### config.mk
export PLATFORM = sky130hd
export DESIGN_NAME = usb_fs_rx_recovery
export DESIGN_NICKNAME = d
export VERILOG_FILES = /design/src/rtl/usb_fs_rx_recovery.sv
export SDC_FILE = /design/constraint.sdc
export NUM_CORES = 1
export LEC_CHECK = 0
export BUFFER_PORTS_ARGS = -buffer_cell sky130_fd_sc_hd__clkbuf_2
export CAP_MARGIN = 20
export CORE_MARGIN = 8
export CORE_UTILIZATION = 53
export DETAILED_ROUTE_END_ITERATION = 16
export GPL_TIMING_DRIVEN = 0
export PLACE_DENSITY_LB_ADDON = 0.12
export SLEW_MARGIN = 20
export SYNTH_ARGS = -nofsm -noshare
export SYNTH_HDL_FRONTEND = slang
export SYNTH_SLANG_ARGS = --single-unit
### constraint.sdc
create_clock -name clk -period 1.6 [get_ports clk]
set_input_delay 0.32 -clock clk [delete_from_list [all_inputs] [get_ports clk]]
set_output_delay 0.32 -clock clk [all_outputs]
set_load 0.01 [all_outputs]
### src/rtl/usb_fs_rx_recovery.sv
// usb_fs_rx_recovery: full-speed D+/D- line-state recovery, mid-bit sampling and bus-reset detect
`timescale 1ns/1ps
module usb_fs_rx_recovery #(
  parameter int SYNC_STAGES  = 2,
  parameter int OVERSAMPLE   = 4,
  parameter int RESET_CYCLES = 120
) (
  input  logic       clk,
  input  logic       rst,
  input  logic       dp_rx,
  input  logic       dn_rx,
  input  logic       rx_en,
  output logic [1:0] line_state,
  output logic       sample_valid,
  output logic [1:0] sample_state,
  output logic       bus_reset
);
  localparam int PW = $clog2(OVERSAMPLE);
  localparam int CW = $clog2(RESET_CYCLES + 1);
  localparam logic [PW-1:0] PH_HALF = PW'(OVERSAMPLE / 2);
  localparam logic [PW-1:0] PH_LAST = PW'(OVERSAMPLE - 1);
  localparam logic [CW-1:0] CNT_MAX = CW'(RESET_CYCLES);
  localparam logic [1:0] SE0 = 2'b00;
  localparam logic [1:0] J   = 2'b01;
  logic [SYNC_STAGES-1:0] dp_sync_q, dp_sync_d, dn_sync_q, dn_sync_d;
  logic [1:0] s, dec_q, dec_d, ls_q, ls_d, ss_q, ss_d;
  logic sv_q, sv_d, br_q, br_d, ls_edge, strobe;
  logic [PW-1:0] ph_q, ph_d;
  logic [CW-1:0] cnt_q, cnt_d;
  // next state: sync, two-sample glitch filter, phase tracking, SE0 timing
  always_comb begin
    dp_sync_d = {dp_sync_q[SYNC_STAGES-2:0], dp_rx};
    dn_sync_d = {dn_sync_q[SYNC_STAGES-2:0], dn_rx};
    s         = {dn_sync_q[SYNC_STAGES-1], dp_sync_q[SYNC_STAGES-1]};
    dec_d     = s;
    ls_d      = (s == dec_q) ? dec_q : ls_q;
    ls_edge   = ls_d != ls_q;
    strobe    = rx_en && !ls_edge && ph_q == PH_HALF;
    ph_d      = !rx_en ? '0 : ls_edge ? PW'(1) : (ph_q == PH_LAST) ? '0 : ph_q + 1'b1;
    sv_d      = strobe;
    ss_d      = strobe ? ls_q : ss_q;
    cnt_d     = (ls_d != SE0) ? '0 : (cnt_q == CNT_MAX) ? cnt_q : cnt_q + 1'b1;
    br_d      = cnt_q == CNT_MAX;
  end
  // state registers, all outputs come straight from here
  always_ff @(posedge clk) begin
    if (rst) begin
      dp_sync_q <= '1;
      dn_sync_q <= '0;
      dec_q     <= J;
      ls_q      <= J;
      ss_q      <= J;
      sv_q      <= 1'b0;
      br_q      <= 1'b0;
      ph_q      <= '0;
      cnt_q     <= '0;
    end else begin
      dp_sync_q <= dp_sync_d;
      dn_sync_q <= dn_sync_d;
      dec_q     <= dec_d;
      ls_q      <= ls_d;
      ss_q      <= ss_d;
      sv_q      <= sv_d;
      br_q      <= br_d;
      ph_q      <= ph_d;
      cnt_q     <= cnt_d;
    end
  end
  assign line_state   = ls_q;
  assign sample_valid = sv_q;
  assign sample_state = ss_q;
  assign bus_reset    = br_q;
endmodule

==> metrics.cfg <==
[status]
outcome=completed

[hold_path]
hp-start=dp_rx
holdCritPathClass=primary input to flop

[pwr]
power_density_nw_per_um2=859
p_leak_nw=0.366
combPwrFrac=0.044
swShare=0.211
power.internal_uw=648
p_seq_frac=0.655
clkPwrFrac=0.300
ir_drop_mv=0.534
p_sw_uw=173

[floorplan]
initial_core_util=0.566
chipHeight_microns=56.1
rows=14
die_w_microns=56.1
coreArea_sq_um=1510
io_pins=11
fp.dieArea_sq_um=3150

[grt]
use_met2=0.149
gr-usage-all-layers=0.0906
grt_use_met3=0.0479
antenna_found_initial=0
busiest_layer=met2
first_global_vias=587
globalRouteOverflowTotal=0
use_met1=0.0961
grt_pass1_wl_microns=2390
grt_max_degree=12

[layout]
final-seq-area_sq_um=420
multi_input_area_sq_um=422
drive_gt1_frac=0.216
nNetsFinal=107
fill_cells=128
final_cell_mix=21 x dfxtp_1, 10 x clkbuf_2, 8 x nor3_1
area_growth_pct=12.2
final_core_util=0.635
diodes=0
mostFrequentLayoutCell=dfxtp_1

[critical_path]
slowest_delay_ns=0.46
critPathArrivalTime_ns=1.64
regToRegStartpoint=dp_sync_q[1]
end_kind=flop
path_cells=xnor2_2 > mux2i_2 > nand2_2 > nor4_2
cp-start-kind=flop
critPathKind=flop to flop
cp_data_required_time_ns=1.82
crit_start=dp_sync_q[1]
cp_max_fo=7
slowest_stage=dfxtp_1

[place]
io_buffer_count=10
gp_congestion=0.752
place.detailed.hpwl_microns=1030

[timing]
grt_setup_unrepaired=no
slew_violations=0
timing.slew.headroom=0.735
tns_ns=0
hold_viol_final=0
worst_slew_pin_slew_ns=0.398
min_period_over_period=0.884
period_needed_ns=1.41
fmax_mhz=707
fin_skew_ns=0.00186
setup-violations-final=0

[clock_tree]
clock_path_buffers=2
clock_tree.root_cell=clkbuf_4
h-tree-depth=1
cts_buffers=3
clkLatencyLatePin_ns=0.30
clk_pin_slew_worst_paths_ns=0.11
hold_buffers=0
tritoncts=yes
cts_sinks=21

[route]
drtIter0Drc=8
detail-route-antenna-nets=0
vias=582
firstDrtPassIters=4
postRouteWirelength_microns=1350
vias_per_cell=5.15
drc_errors=0
wl_per_cell_microns=11.9

[run]
maxCapViolations=0

[synthesis]
yosysTopAreaCellShare=0.493
ys_seq_area_frac=0.493
ys_warn_count=0
ys.flop_type=dfxtp_1
synth_nets=92
synth_cell_types=28
synth_cells=83
ys_async_sr_fraction=0
yosys.area.top_type=dfxtp_1
syn_avg_cell_area_sq_um=10.3
synthTopCellsByArea=dfxtp_1 49%, xnor2_1 6.2%, ha_1 5.9%
ys_ff_latch=21
synth_edf_count=0
syn_area_sq_um=853

[per-stage QoR]
stage               hold slack (ns)  power, mW  setup slack (ns)  cells  area [sq um]
floorplan                     0.389      0.574             0.299     83           853
global placement              0.393      0.584             0.177    109           923
detailed placement            0.394      0.586             0.139    109           923
CTS                           0.195      0.833             0.104    113           950
global route                  0.179      0.862            0.0470    113           957
finish                        0.199      0.822             0.186    113           957
[cell type report]
class                      count  area share
multi-input combinational     57       0.441
inverter                       4      0.0157
sequential                    21       0.439
buffer                         1     0.00392
timing repair buffer          10      0.0523
tap                           16      0.0209
clock buffer                   4      0.0275
[cells in the mapped netlist (all sizes together) (2+ instances only)]
master	n
o21ai	2
nand2	2
or2	3
nor3	8
mux2i	4
nand2b	2
nor2	5
ha	4
nand3	2
and3	2
xor2	4
dfxtp	21
nor2b	3
xnor2	6
inv	4
[critical path: cells and delay by family (launching register included)]
| family | cells | cell delay (ns) |
|---|---|---|
| AND/OR/NAND/NOR | 2 | 0.42 |
| multiplexers | 1 | 0.28 |
| XOR/XNOR | 1 | 0.17 |
| flip-flops | 1 | 0.46 |
[power by group through the flow]
stage	combinational, mW	sequential, mW	clock [mW]
3_3_place_gp	0.0349	0.549	0
3_5_place_dp	0.0361	0.550	0
5_1_grt	0.0414	0.540	0.280
4_1_cts	0.0364	0.538	0.258
2_1_floorplan	0.0247	0.549	0
6_report	0.0365	0.539	0.247
[layer usage]
layer  part of all wire  routed length [microns]
met1               0.47                      631
met3              0.066                       89
met2               0.46                      619
met4             0.0067                        9
met5                  0                        0
[final timing paths]
path                            cells after the start            to  slack (ns)
worst max register to register                      4      cnt_q[2]        0.19
worst min-delay path                                2  dp_sync_q[0]        0.20
worst max-delay path                                4      cnt_q[2]        0.19
worst min register to register                      1  dp_sync_q[1]        0.42
[kinds of logic after synthesis]
family,count (synthesis),synth area share
and+or+nand+nor,33,0.226
adders and majority gates,4,0.0587
xor gates and xnor gates,10,0.103
DFF,21,0.493
buffers and inverters,5,0.0220
muxes,4,0.0513
AOI/OAI and AO/OA,6,0.0469
[state kept, by name, indices dropped and copies added (netlist names)]
signal        count
bus_reset         1
dp_sync_q         2
line_state        2
ph_q              2
dn_sync_q         2
sample_state      2
dec_q             2
cnt_q             7
sample_valid      1
[what timing repair did]
action,4_1_cts,5_1_grt
resized for setup,0,1
buffers inserted,0,0
endpoints found under the setup margin,0,1
Note: power is estimated with default switching activity, not from simulation.
